[config.mk]
export PLATFORM = sky130hd
export DESIGN_NAME = pack_send
export DESIGN_NICKNAME = d
export VERILOG_FILES = /design/src/rtl/pack_send.sv
export SDC_FILE = /design/constraint.sdc
export NUM_CORES = 1
export LEC_CHECK = 0
export CORE_UTILIZATION = 48
export DETAILED_ROUTE_END_ITERATION = 10
export PLACE_DENSITY = 0.66
export SLEW_MARGIN = 20
export SYNTH_ARGS = -nofsm -noshare
export SYNTH_HDL_FRONTEND = slang
export SYNTH_SLANG_ARGS = --single-unit
[constraint.sdc]
create_clock -name clk -period 4.7 [get_ports clk]
set_input_delay 0.94 -clock clk [delete_from_list [all_inputs] [get_ports clk]]
set_output_delay 0.94 -clock clk [all_outputs]
set_load 0.01 [all_outputs]
[src/rtl/pack_send.sv]
`timescale 1ns/1ps
// pack_send: fetches one 8-word frame from the packet buffer into a local
// store, then streams it as SYNC + 16 data bytes + XOR checksum to the link
// layer, retransmitting from the local store on NAK or ACK timeout.
module pack_send #(
   parameter logic [7:0] SYNC_BYTE   = 8'hA5,
   parameter int         ACK_TIMEOUT = 1024,
   parameter int         MAX_RETRIES = 3
) (
   input  logic        clk,
   input  logic        rst,
   input  logic [15:0] DataVal,
   input  logic        DataReady,
   output logic        DataNext,
   output logic        DataFrameReset,
   input  logic        Abort,
   output logic [7:0]  TxByte,
   output logic        TxValid,
   input  logic        TxReady,
   input  logic        LinkAck,
   input  logic        LinkNak,
   output logic        FrameSent,
   output logic        FrameDropped,
   output logic        Busy
);

   localparam int            RW      = (MAX_RETRIES < 1) ? 1 : $clog2(MAX_RETRIES + 1);
   localparam logic [15:0]   TO_LAST = 16'(ACK_TIMEOUT - 1);
   localparam logic [RW-1:0] RMAX    = RW'(MAX_RETRIES);

   typedef enum logic [2:0] {
      S_IDLE, S_CAPTURE, S_NEXT_HI, S_SETTLE, S_ADV_WAIT, S_SEND, S_WAIT_ACK
   } state_t;

   state_t        r_state, w_state;
   logic [2:0]    r_wcnt, w_wcnt;
   logic [4:0]    r_bcnt, w_bcnt;
   logic [15:0]   r_tcnt, w_tcnt;
   logic [RW-1:0] r_rcnt, w_rcnt;
   logic          r_settle, w_settle;
   logic          r_next, w_next;
   logic          r_frst, w_frst;
   logic          r_txv, w_txv;
   logic [7:0]    r_txb, w_txb;
   logic          r_sent, w_sent;
   logic          r_drop, w_drop;

   // Local frame store and running checksum (data path, no reset needed).
   logic [15:0]   r_word [8];
   logic [7:0]    r_chk;

   logic [15:0]   w_wsel;
   logic [7:0]    w_nbyte;
   logic          w_timeout;

   // Byte that follows the one currently presented: bcnt 0..15 walk the
   // store low byte first, bcnt 16 is followed by the checksum.
   assign w_wsel    = r_word[r_bcnt[3:1]];
   assign w_nbyte   = (r_bcnt == 5'd16) ? r_chk : (r_bcnt[0] ? w_wsel[15:8] : w_wsel[7:0]);
   assign w_timeout = (r_tcnt == TO_LAST);

   assign DataNext       = r_next;
   assign DataFrameReset = r_frst;
   assign TxByte         = r_txb;
   assign TxValid        = r_txv;
   assign FrameSent      = r_sent;
   assign FrameDropped   = r_drop;
   assign Busy           = (r_state != S_IDLE);

   // Capture the current buffer word and fold it into the checksum.
   always_ff @(posedge clk) begin
      if (r_state == S_CAPTURE) begin
         r_word[r_wcnt] <= DataVal;
         r_chk          <= r_chk ^ DataVal[7:0] ^ DataVal[15:8];
      end else if (r_state == S_IDLE) begin
         r_chk <= 8'h00;
      end
   end

   // Next-state and registered-output decode.
   always_comb begin
      w_state  = r_state;
      w_wcnt   = r_wcnt;
      w_bcnt   = r_bcnt;
      w_tcnt   = r_tcnt;
      w_rcnt   = r_rcnt;
      w_settle = r_settle;
      w_next   = 1'b0;
      w_frst   = 1'b0;
      w_txv    = r_txv;
      w_txb    = r_txb;
      w_sent   = 1'b0;
      w_drop   = 1'b0;
      case (r_state)
         S_IDLE: begin
            if (DataReady) begin
               w_wcnt  = 3'd0;
               w_state = S_CAPTURE;
            end
         end
         S_CAPTURE: begin
            if (Abort) begin
               w_frst  = 1'b1;
               w_state = S_IDLE;
            end else begin
               w_state = S_ADV_WAIT;
            end
         end
         S_ADV_WAIT: begin
            if (Abort) begin
               w_frst  = 1'b1;
               w_state = S_IDLE;
            end else if (DataReady) begin
               w_next  = 1'b1;
               w_state = S_NEXT_HI;
            end
         end
         S_NEXT_HI: begin
            if (Abort) begin
               w_frst  = 1'b1;
               w_state = S_IDLE;
            end else begin
               w_settle = 1'b0;
               w_state  = S_SETTLE;
            end
         end
         S_SETTLE: begin
            if (Abort) begin
               w_frst  = 1'b1;
               w_state = S_IDLE;
            end else if (!r_settle) begin
               w_settle = 1'b1;
            end else if (r_wcnt == 3'd7) begin
               w_bcnt  = 5'd0;
               w_txv   = 1'b1;
               w_txb   = SYNC_BYTE;
               w_state = S_SEND;
            end else begin
               w_wcnt  = r_wcnt + 3'd1;
               w_state = S_CAPTURE;
            end
         end
         S_SEND: begin
            if (Abort) begin
               w_txv   = 1'b0;
               w_drop  = 1'b1;
               w_rcnt  = '0;
               w_state = S_IDLE;
            end else if (TxReady) begin
               if (r_bcnt == 5'd17) begin
                  w_txv   = 1'b0;
                  w_tcnt  = 16'd0;
                  w_state = S_WAIT_ACK;
               end else begin
                  w_bcnt = r_bcnt + 5'd1;
                  w_txb  = w_nbyte;
               end
            end
         end
         S_WAIT_ACK: begin
            w_tcnt = r_tcnt + 16'd1;
            if (Abort) begin
               w_drop  = 1'b1;
               w_rcnt  = '0;
               w_state = S_IDLE;
            end else if (LinkNak || (!LinkAck && w_timeout)) begin
               if (r_rcnt < RMAX) begin
                  // Retransmit from the local store; the buffer is not touched.
                  w_rcnt  = r_rcnt + RW'(1);
                  w_bcnt  = 5'd0;
                  w_txv   = 1'b1;
                  w_txb   = SYNC_BYTE;
                  w_state = S_SEND;
               end else begin
                  w_drop  = 1'b1;
                  w_rcnt  = '0;
                  w_state = S_IDLE;
               end
            end else if (LinkAck) begin
               w_sent  = 1'b1;
               w_rcnt  = '0;
               w_state = S_IDLE;
            end
         end
         default: begin
            w_state = S_IDLE;
         end
      endcase
   end

   // Control state and outputs, cleared immediately by reset.
   always_ff @(posedge clk or negedge rst) begin
      if (!rst) begin
         r_state  <= S_IDLE;
         r_wcnt   <= 3'd0;
         r_bcnt   <= 5'd0;
         r_tcnt   <= 16'd0;
         r_rcnt   <= '0;
         r_settle <= 1'b0;
         r_next   <= 1'b0;
         r_frst   <= 1'b0;
         r_txv    <= 1'b0;
         r_txb    <= 8'h00;
         r_sent   <= 1'b0;
         r_drop   <= 1'b0;
      end else begin
         r_state  <= w_state;
         r_wcnt   <= w_wcnt;
         r_bcnt   <= w_bcnt;
         r_tcnt   <= w_tcnt;
         r_rcnt   <= w_rcnt;
         r_settle <= w_settle;
         r_next   <= w_next;
         r_frst   <= w_frst;
         r_txv    <= w_txv;
         r_txb    <= w_txb;
         r_sent   <= w_sent;
         r_drop   <= w_drop;
      end
   end

endmodule

# Word level (Yosys, flattened, before mapping)
# Memory sizes are Yosys's and may differ from the RTL's.
# Index checks and enable logic that the tools add are counted.
# Widths: inputs -> output; s select.
[word_totals]
reg_bits = 51
ram_bits = 128
output_inout_bits = 14
memories = 1
[op_classes]
add_sub_neg = 4
magnitude_cmp = 1
n_eq_ne = 29
muxes = 83
bitwise_logic = 2
reduce_logical = 18
[mem_list]
columns = ["memory", "words", "word_bits", "read_ports", "rd_ports_with_merged_regs", "write_ports", "line_no", "text"]
rows = [
  ["r_word", 8, 16, 1, 0, 1, "49", "logic [15:0] r_word [8];"],
]
[ops]
columns = ["op", "count"]
rows = [
  ["$mux 8", 13],
  ["$mux 3", 18],
  ["$mux 16", 3],
  ["$mux 5", 9],
  ["$pmux 16 s2", 1],
  ["$ne 2x2->1 const B", 14],
  ["$mux 1", 25],
  ["$pmux 8 s3", 1],
  ["$pmux 3 s7", 1],
  ["$add 16x1->16 const B", 1],
  ["$eq 16x10->1 const B", 1],
  ["$xor 8x8->8", 2],
  ["$pmux 5 s3", 1],
  ["$eq 3x3->1 const B", 4],
  ["$mux 2", 6],
  ["$ne 3x3->1 const B", 4],
  ["$eq 5x5->1 const B", 2],
  ["$reduce_and 10->1", 1],
  ["$reduce_and 9->1", 1],
  ["$reduce_bool 2->1", 4],
  ["$eq 3x2->1 const B", 2],
  ["$pmux 3 s2", 1],
  ["$reduce_and 3->1", 2],
  ["$reduce_and 6->1", 1],
  ["other kinds (17)", 19],
]

# Longest topological paths before layout
# Gate-level depths: netlist (run 1).
# An unclocked memory read counts as a cell.
[depth]
word_depth = 7
ltp_mapped = 11
depth_no_buf = 7

# Worst setup path after synthesis (run 1)
# OpenSTA, ideal clock, no wires.
[synth_path]
path_kind = "register to register"
start = "register r_state[1]"
end = "memory r_word[0][0] (enable)"
setup_ns = 0.430
arrival_time_ns = 2.819
required_time_ns = 4.270
slack_ns = 1.451
path_stages_with_launch = 5
synth_period_minus_slack_ns = 3.249
path_cell_list = "dfrtp_1 > clkbuf_1 > nor2_1 > nand2_1 > nor4_1"
[synth_via]
elab_chain_len = 3
[synth_rtl]
columns = ["item", "line_no", "text"]
rows = [
  ["start, declared", "35", "state_t r_state, w_state;"],
  ["start signal, assigned", "207", "r_state <= w_state;"],
  ["$eq 3x1->1", "72", "if (r_state == S_CAPTURE) begin"],
  ["$mux 1", "72", ""],
  ["$mux 1 (not written as such)", "73", "r_word[r_wcnt] <= DataVal;"],
  ["end, declared", "49", ""],
]
# No other way between the ends.

# Worst setup path after layout (run 1)
[layout_path]
start = "input Abort"
end = "register r_txb[5], in the netlist TxByte[5]"
[layout_via]
elab_chain_len = 2
elab_cells_between_ends = 4
classes_between = "eq/ne (3); reduce/logical (1)"
[layout_rtl]
columns = ["item", "line_no", "text"]
rows = [
  ["start, declared", "16", "input logic Abort,"],
  ["$ne 2x2->1 (no source line)", "--", ""],
  ["$reduce_and 10->1 (no source line) (*)", "--", ""],
  ["end signal, assigned", "216", "r_txb <= w_txb;"],
  ["end, declared", "44", "logic [7:0] r_txb, w_txb;"],
]
# Mark *: on every way between the ends. The rest lies on a longest branch, timed or not.
# A chain may end at the register's enable or synchronous reset.

==> reports/qor.yml, run 1 <==
cts:
  cts_root_buf: "clkbuf_16"
  h-tree-depth: 4
  hold_buffers: 0
  clock_path_buffers: 2
  cts_resized: 0
  clock_sinks: 179
  post-cts-setup-buffer-count: 0
  cts_buffers: 17
  clk_latency_ns: 0.43
  clk_pin_slew_worst_paths_ns: 0.07
  cts_tree: "built"
floorplanning:
  pin_count: 37
  core_area_mm2: 0.0158
  die_width_um: 129
  dieArea_mm2: 0.0166
  die_h_um: 129
  start_util_pct: 48.8
  row_count: 46
critical_path:
  slowest_delay_ns: 0.68
  path_max_fanout: 16
  worstSetupPathType: "input port to flip-flop"
  required_ns: 5.01
  worstSetupEndpointType: "flip-flop"
  setup.worst_path.start_class: "input port"
  worstPathArrival_ns: 3.53
  cp_slowest_cell: "clkdlybuf4s50_1"
  path_cells: "clkdlybuf4s50_1 > nor3b_1 > nand4_1 > o211ai_1 > nand3_1 > mux2_2"
final_layout:
  register_area_mm2: 0.00516
  drive_above_1_share_pct: 16.8
  diodes: 0
  multi_input_area_mm2: 0.00242
  finish.instance_area_mm2: 0.00891
  area_delta_synth_final_pct: 15.3
  fin_nets: 569
  num-fill-cells: 1234
global_route:
  grt_overflow: 0
  use_met2_pct: 33.1
  busiest_layer: "met2"
  grtUsageMet3_pct: 4.24
  grt_use_total_pct: 20.5
  grt_pass1_vias: 4405
  grt_max_degree: 44
  grt_pass1_wl_um: 24700
  met1_usage_pct: 28.1
  antenna_found_initial: 0
logic_synthesis:
  synthArstFlopShare_pct: 24.0
  ys_ff_latch: 179
  syn_nets: 526
  synth_area_mm2: 0.00773
  synth_most_common_cell: "edfxtp_1"
  synth_area_leaders: "edfxtp_1 (53%), dfrtp_1 (14%), mux4_2 (9.3%)"
  synthTopCellsByCount: "edfxtp_1 (136), dfrtp_1 (43), nor2_1 (34)"
  synthDominantCellAreaShare_pct: 52.8
  synth_edf_count: 136
  seq_area_frac_synth_pct: 66.8
  yosys_warnings: 0
  syn_inst: 496
  synth_ff_type: "edfxtp_1"
  synth_area_per_cell_um2: 15.6
  ys_types: 58
  yosys.area.top_type: "edfxtp_1"
timing:
  finalSetupViolations: 0
  period_share_pct: 68.6
  tightest_slew_ns: 0.950
  clock.fmax_mhz: 310
  relSlewSlack_pct: 36.4
  drv_slew: 0
  clock_skew_ns: 0.0142
  setup_ws_ns: 1.47
  fin_crit_ns: 3.23
  finalHoldViolations: 0
  grt_setup_unrepaired: "no"
  setup_tns_ns: 0
job:
  maxCapViolations: 0
route:
  first_pass_iters: 5
  drcViolationCount: 0
  drt_wl_total_um: 15700
  vias_per_cell: 5.83
  drt_iter0_markers: 398
  ant_nets: 0
  post_drt_wl_per_cell_um: 20.5
  vias: 4477
placement:
  dp_slack_ns: 1.09
  dpl_cell_area_mm2: 0.00834
  routabilityCongestion: 0.822
  io_buffers: 36
  dp_hpwl_um: 9740
min_path:
  worstHoldPathType: "flip-flop to flip-flop"
power:
  total_power_uw: 4850
  p_leak_uw: 0.00301
  ir_worst_vdd_mv: 0.308
  pwr_density_cell_mw_per_mm2: 545
status:
  status: "finished clean"
## per-stage QoR
stage               hold WS, ns  cells  utilization [%]
global placement          0.484    736             52.7
finish                    0.514    768             56.3
global route              0.535    768             56.3
floorplan                 0.457    496                -
CTS                       0.505    768             56.3
detailed placement        0.494    736             52.7
## critical path: cells and delay by family
family                 cells  cell delay [ns]
AO/OA/AOI/OAI              1             0.27
buffers and inverters      1             0.68
multiplexers               1             0.46
AND/OR/NAND/NOR            3             1.18
## per-layer routing
layer | share of wire, % | wire [um] | vias to the layer above
met2 | 50 | 7880 | 147
met1 | 43 | 6810 | 2287
met4 | 0.99 | 156 | 0
met3 | 5.7 | 893 | 11
li1 | - | - | 2032
met5 | 0 | 0 | -
## final cells by class
type / instances / area share [%]
clock buffer: 18 / 4.82
inverter: 12 / 0.506
tap: 216 / 3.03
clock inverter: 14 / 1.55
multi-input combinational: 281 / 27.2
sequential: 179 / 57.9
timing repair buffer: 48 / 5.00
## power by group
part	switching, uW	total [uW]	internal (uW)
combinational	674	1270	596
sequential	233	2220	1990
clock	618	1370	747
total	1530	4850	3330
## placed cells by master, fill, tap and decap left out, drive strengths merged, types with 14 or more instances in the layout
| master | synthesis | layout |
|---|---|---|
| a21oi | 14 | 14 |
| clkbuf | 10 | 18 |
| clkdlybuf4s50 | 0 | 35 |
| dfrtp | 43 | 43 |
| edfxtp | 136 | 136 |
| inv | 12 | 21 |
| mux4 | 32 | 32 |
| nand2 | 20 | 20 |
| nor2 | 35 | 35 |
| o21ai | 20 | 20 |
| xnor2 | 17 | 17 |
## path summary, 6_finish.rpt
path	slack, ns	from	cells after the start	endpoint
worst max-delay path	1.47	Abort	6	TxByte[5]
worst min-delay path	0.51	r_tcnt[2]	1	r_tcnt[2]
worst max register to register	1.79	r_state[1]	4	r_word[0][15]
worst min register to register	0.51	r_tcnt[2]	1	r_tcnt[2]
max in group asynchronous	3.38	rst	1	r_bcnt[1]
min in group asynchronous	0.67	rst	1	r_tcnt[8]
## cells by family after synthesis
group | count (synthesis) | synth area share (%)
DFF | 179 | 66.8
and+or+nand+nor | 124 | 8.50
AOI/OAI and AO/OA | 76 | 6.78
muxes | 49 | 11.6
buffers and inverters | 36 | 2.35
xor gates and xnor gates | 25 | 2.83
adders and majority gates | 7 | 1.13
## registers in the layout, summed over array words and instances, names as in the netlist
name	count
DataFrameReset	1
TxByte	8
FrameDropped	1
r_settle	1
r_state	3
r_tcnt	16
DataNext	1
r_bcnt	5
r_chk	8
r_wcnt	3
r_rcnt	2
TxValid	1
r_word	128
FrameSent	1
Note: power is estimated with default switching activity, not from simulation.
==> inputs of run 2 (changes only) <==
clock period = 3.35 ns   (was 4.7 ns; I/O delays follow)
==> reports/qor.yml, run 2 (synthesis gave the netlist of run 1 again) <==
timing:
  finalHoldViolations: 0  # unchanged
  clock.fmax_mhz: 385
  tightest_slew_ns: 0.721  # -0.228 ns
  relSlewSlack_pct: 51.5  # +15 points
  grt_setup_unrepaired: "no"
  setup_tns_ns: 0  # unchanged
  finalSetupViolations: 0  # unchanged
  fin_crit_ns: 2.60
  period_share_pct: 77.6
  clock_skew_ns: 0.00943  # -0.00474 ns
  drv_slew: 0  # unchanged
route:
  first_pass_iters: 5  # unchanged
  post_drt_wl_per_cell_um: 20.6  # +0.33%
  drcViolationCount: 0  # unchanged
  drt_iter0_markers: 306  # -23%
  drt_wl_total_um: 16000  # +1.5%
  vias: 4482  # +0.11%
  vias_per_cell: 5.77  # -1.0%
  ant_nets: 0  # unchanged
critical_path:
  worst-r2r-cell-count: 6  # +2
  crit_family: "buffers and inverters"
  worstSetupPathType: "flip-flop to primary output"
  worstPathArrival_ns: 1.93  # -1.60 ns
  setup.worst_path.start_class: "flip-flop"
  path_max_fanout: 15  # -1
  reg2reg_from: "r_bcnt[3]"
  reg2reg_to: "TxByte[5]"
  worstSetupEndpointType: "primary output"
  slowest_delay_ns: 0.64  # -0.04 ns
  worst-r2r-setup-slack_ns: 0.87  # -0.92 ns
  required_ns: 2.68  # -2.33 ns
  cp_slowest_cell: "dfrtp_1"
  path_cells: "inv_1 > nand2_1 > clkdlybuf4s50_1"
  path_buf_inv: 2  # +1
job:
  maxCapViolations: 0  # unchanged
global_route:
  grt_pass1_vias: 4395  # -0.23%
  grtUsageMet3_pct: 4.28  # +0.042 points
  use_met2_pct: 33.4  # +0.29 points
  grt_use_total_pct: 20.7  # +0.23 points
  busiest_layer: "met2"
  grt_pass1_wl_um: 24900  # +0.81%
  grt_overflow: 0  # unchanged
  antenna_found_initial: 0  # unchanged
  met1_usage_pct: 27.7  # -0.31 points
  grt_max_degree: 44  # unchanged
floorplanning:
  core_area_mm2: 0.0158  # unchanged
  die_h_um: 129  # unchanged
  pin_count: 37  # unchanged
  start_util_pct: 48.8  # unchanged
  dieArea_mm2: 0.0166  # unchanged
  die_width_um: 129  # unchanged
  row_count: 46  # unchanged
power:
  p_int_uw: 4740  # +42%
  p_switching_uw: 2140  # +40%
  pwr_density_cell_mw_per_mm2: 763  # +40%
  switching_share_pct: 31.1  # -0.30 points
  ir_worst_vdd_mv: 0.448  # +46%
  p_leak_uw: 0.00306  # +1.8%
  pwr-share-clk_pct: 27.4  # -0.7 points
  p_seq_share_pct: 45.1  # -0.6 points
  combPwrFrac_pct: 27.4  # +1.2 points
placement:
  dp_hpwl_um: 10200  # +4.3%
  io_buffers: 36  # unchanged
  routabilityCongestion: 0.902  # +9.8%
  dpl_cell_area_mm2: 0.00843  # +1.1%
final_layout:
  finish.instance_area_mm2: 0.00902  # +1.2%
  final_common_cell: "edfxtp_1"
  regMostFlops: "r_word"
  diodes: 0  # unchanged
  area_delta_synth_final_pct: 16.7
  final_cell_mix: "edfxtp_1 (136), dfrtp_1 (42), clkdlybuf4s50_1 (35)"
  drive_above_1_share_pct: 18.0  # +1.2 points
  fin_nets: 579  # +1.8%
  top_regs: "r_word x128, r_tcnt x16"
  largest_reg_flops: 128  # unchanged
min_path:
  worstHoldPathType: "input port to async pin"
cts:
  clk_latency_ns: 0.43  # about the same
  clock_sinks: 179  # unchanged
  cts_resized: 0  # unchanged
  cts_root_buf: "clkbuf_16"
  clk_pin_slew_worst_paths_ns: 0.07  # about the same
  cts_buffers: 17  # unchanged
  hold_buffers: 0  # unchanged
  clock_path_buffers: 2  # unchanged
  post-cts-setup-buffer-count: 0  # unchanged
  cts_tree: "built"
  h-tree-depth: 4  # unchanged
status:
  status: "finished clean"
[run 2: cell types whose count changed in the layout (fill, tap and decap cells not counted)]
cell,delta
buf_12,+2
buf_16,+1
buf_4,+7
clkinv_1,+1
clkinv_2,-2
clkinv_4,+4
inv_6,-2
inv_8,-2
[run 2: cell type report]
cell class / instances / area [um2]
clock buffer: 18 / 429
clock inverter: 13 / 126
fill: 1221 / 6810
inverter: 12 / 45.0
multi-input combinational: 281 / 2420
sequential: 179 / 5160
tap: 216 / 270
timing repair buffer: 58 / 566
[run 2: worst max path at each step]
stage | cells after the start | slack, ns | endpoint | startpoint
CTS | 4 | 0.77 | Busy | r_state[0]
global route | 3 | 0.69 | Busy | r_state[2]
finish | 3 | 0.75 | Busy | r_state[2]
floorplan | 4 | 0.10 | r_word[0][0] | r_state[1]
detailed placement | 7 | 0.61 | r_tcnt[14] | Abort
global placement | 7 | 0.65 | r_tcnt[15] | Abort
[run 2: through the flow]
step	utilization, %	power (uW)	hold slack (ns)	setup slack [ns]	std cells
floorplan	-	4330	0.374	0.101	496
global placement	53.3	4980	0.487	0.653	745
detailed placement	53.3	5030	0.499	0.614	745
CTS	56.8	6920	0.434	0.773	776
global route	57.0	7210	0.245	0.689	777
finish	57.0	6880	0.211	0.750	777
[run 2: worst register-to-register path, stage by stage, from the launching register on]
cell	delay [ns]
dfrtp_1	0.73
buf_4	0.43
mux4_2	0.39
mux2i_1	0.16
o21ai_0	0.09
a211o_1	0.29
mux2_2	0.27
[run 2: per-layer routing]
layer / up-vias / routed length [um]
met5: - / 0
met4: 0 / 379
met3: 30 / 794
met2: 136 / 7860
met1: 2264 / 6940
li1: 2052 / -
[run 2: power groups by stage]
stage | clock (uW) | sequential [uW] | combinational, uW
6_report | 1890 | 3100 | 1890
5_1_grt | 2000 | 3140 | 2060
4_1_cts | 1920 | 3090 | 1900
3_5_place_dp | 0 | 3140 | 1890
3_3_place_gp | 0 | 3120 | 1860
2_1_floorplan | 0 | 3020 | 1320
==> variant: new RTL, config.mk and constraints of run 1 <==
Change the parameter `MAX_RETRIES` from 3 to 6.
--- a/src/rtl/pack_send.sv
+++ b/src/rtl/pack_send.sv
@@ -7,3 +7,3 @@
    parameter int         ACK_TIMEOUT = 1024,
-   parameter int         MAX_RETRIES = 3
+   parameter int         MAX_RETRIES = 6
 ) (
Check against the original RTL: no difference found for any inputs over 4 cycles, from zero or initial values and one cycle with rst low; that may be too few to reach the edited logic, so the function may still have changed.
==> variant against run 1 <==
Count of clock-buffer cells in the layout down 1. Worst setup slack better by 0.15 ns. Final area down 0.21%. Sequential cell count up 1. Area after synthesis down 0.66%. Clock skew down 0.0013 ns. Power down 12%. Wire length down 2.8%. Critical path type unchanged. Largest power group unchanged.
==> variant: results (changes against run 1) <==
.. list-table::
   :header-rows: 1

   * - Metric
     - Value
   * - Status
     - finished clean (unchanged)
   * - List of most frequent post-synthesis cells
     - sky130_fd_sc_hd__edfxtp_1, sky130_fd_sc_hd__dfrtp_1, sky130_fd_sc_hd__mux4_2 (was sky130_fd_sc_hd__edfxtp_1, sky130_fd_sc_hd__dfrtp_1, sky130_fd_sc_hd__nor2_1)
   * - Arithmetic-cell share of the synthesized area counting full adders, half adders and majority gates
     - 1.14% (was 1.13%)
   * - Worst reg2reg path startpoint
     - r_bcnt[1] (was r_state[1])
   * - Multi-input comb cells
     - 273 (was 281)
   * - Drt initial violations
     - 326 (was 398)
   * - Multiplexer share of the synthesized area
     - 10.8% (was 11.6%)
   * - Pin count of the biggest net entering global routing
     - 45 (was 44)
   * - Routed met1 length
     - 6.74 mm (was 6.81 mm)
   * - Buffers outside the clock class
     - 50 (was 48)
   * - Psw
     - 1250 uW (was 1530 uW)
   * - Final clock-cell share
     - 6.19% (was 6.36%)
   * - Number of fill cells
     - 1208 (was 1234)
   * - Overall global routing resource usage
     - 20.2% (was 20.5%)
   * - Critical Path AT
     - 3.38 ns (was 3.53 ns)
   * - Power attributed to combinational cells
     - 849 uW (was 1270 uW)
   * - Min-delay worst type
     - in -> async (was reg -> reg)
   * - Met3 usage in global routing
     - 4.20% (was 4.24%)
   * - Total placed instance area
     - 0.00834 sq mm (about the same)
   * - Non-clock buffer share of cell area
     - 5.21% (was 5.00%)
   * - Async set or reset register ratio after synthesis
     - 24.4% (was 24.0%)
   * - Via total after detailed routing
     - 4372 (was 4477)
   * - Met2 WL
     - 7.66 mm (was 7.88 mm)
   * - Yosys cell types
     - 52 (was 58)
   * - Layout clock buffer count
     - 17 (was 18)
   * - Min setup slack post-route
     - 1.63 ns (was 1.47 ns)
   * - Met2 track demand over resource
     - 33.3% (was 33.1%)
   * - Met1 demand-to-capacity share in global routing
     - 27.0% (was 28.1%)
   * - Critical path's largest stage delay
     - 0.63 ns (was 0.68 ns)
   * - Total number of nets in the final design
     - 564 (was 569)
   * - Share of final-layout standard cells stronger than drive strength 1
     - 18.5% (was 16.8%)
   * - DP HPWL
     - 9.74 mm (about the same)
   * - Fraction of standard cell area in multi-input logic
     - 26.8% (was 27.2%)
variant: changes by cell type after synthesis, moves of 6 or more:
cell / run 1 / this run
sky130_fd_sc_hd__a22oi_1: 9 / 16
sky130_fd_sc_hd__o2bb2ai_1: 7 / 0
sky130_fd_sc_hd__nor4_1: 9 / 2
sky130_fd_sc_hd__xor2_1: 8 / 14
sky130_fd_sc_hd__mux2i_1: 11 / 1
sky130_fd_sc_hd__clkbuf_1: 10 / 16
variant: per-stage QoR:
stage	power (uW)	instances	hold WS, ns	util (%)
2_1_floorplan	2640	490	0.465	-
3_3_place_gp	2960	726	0.505	54.0
3_5_place_dp	2990	726	0.513	54.0
4_1_cts	4320	758	0.535	57.6
5_1_grt	4480	758	0.552	57.6
6_report	4280	758	0.516	57.6
variant: final timing paths:
kind                                  end
worst max-delay path            TxByte[7]
min in group clk                  TxValid
worst min register to register    TxValid
max in group asynchronous       r_bcnt[1]
worst min-delay path             DataNext
worst max register to register  TxByte[7]
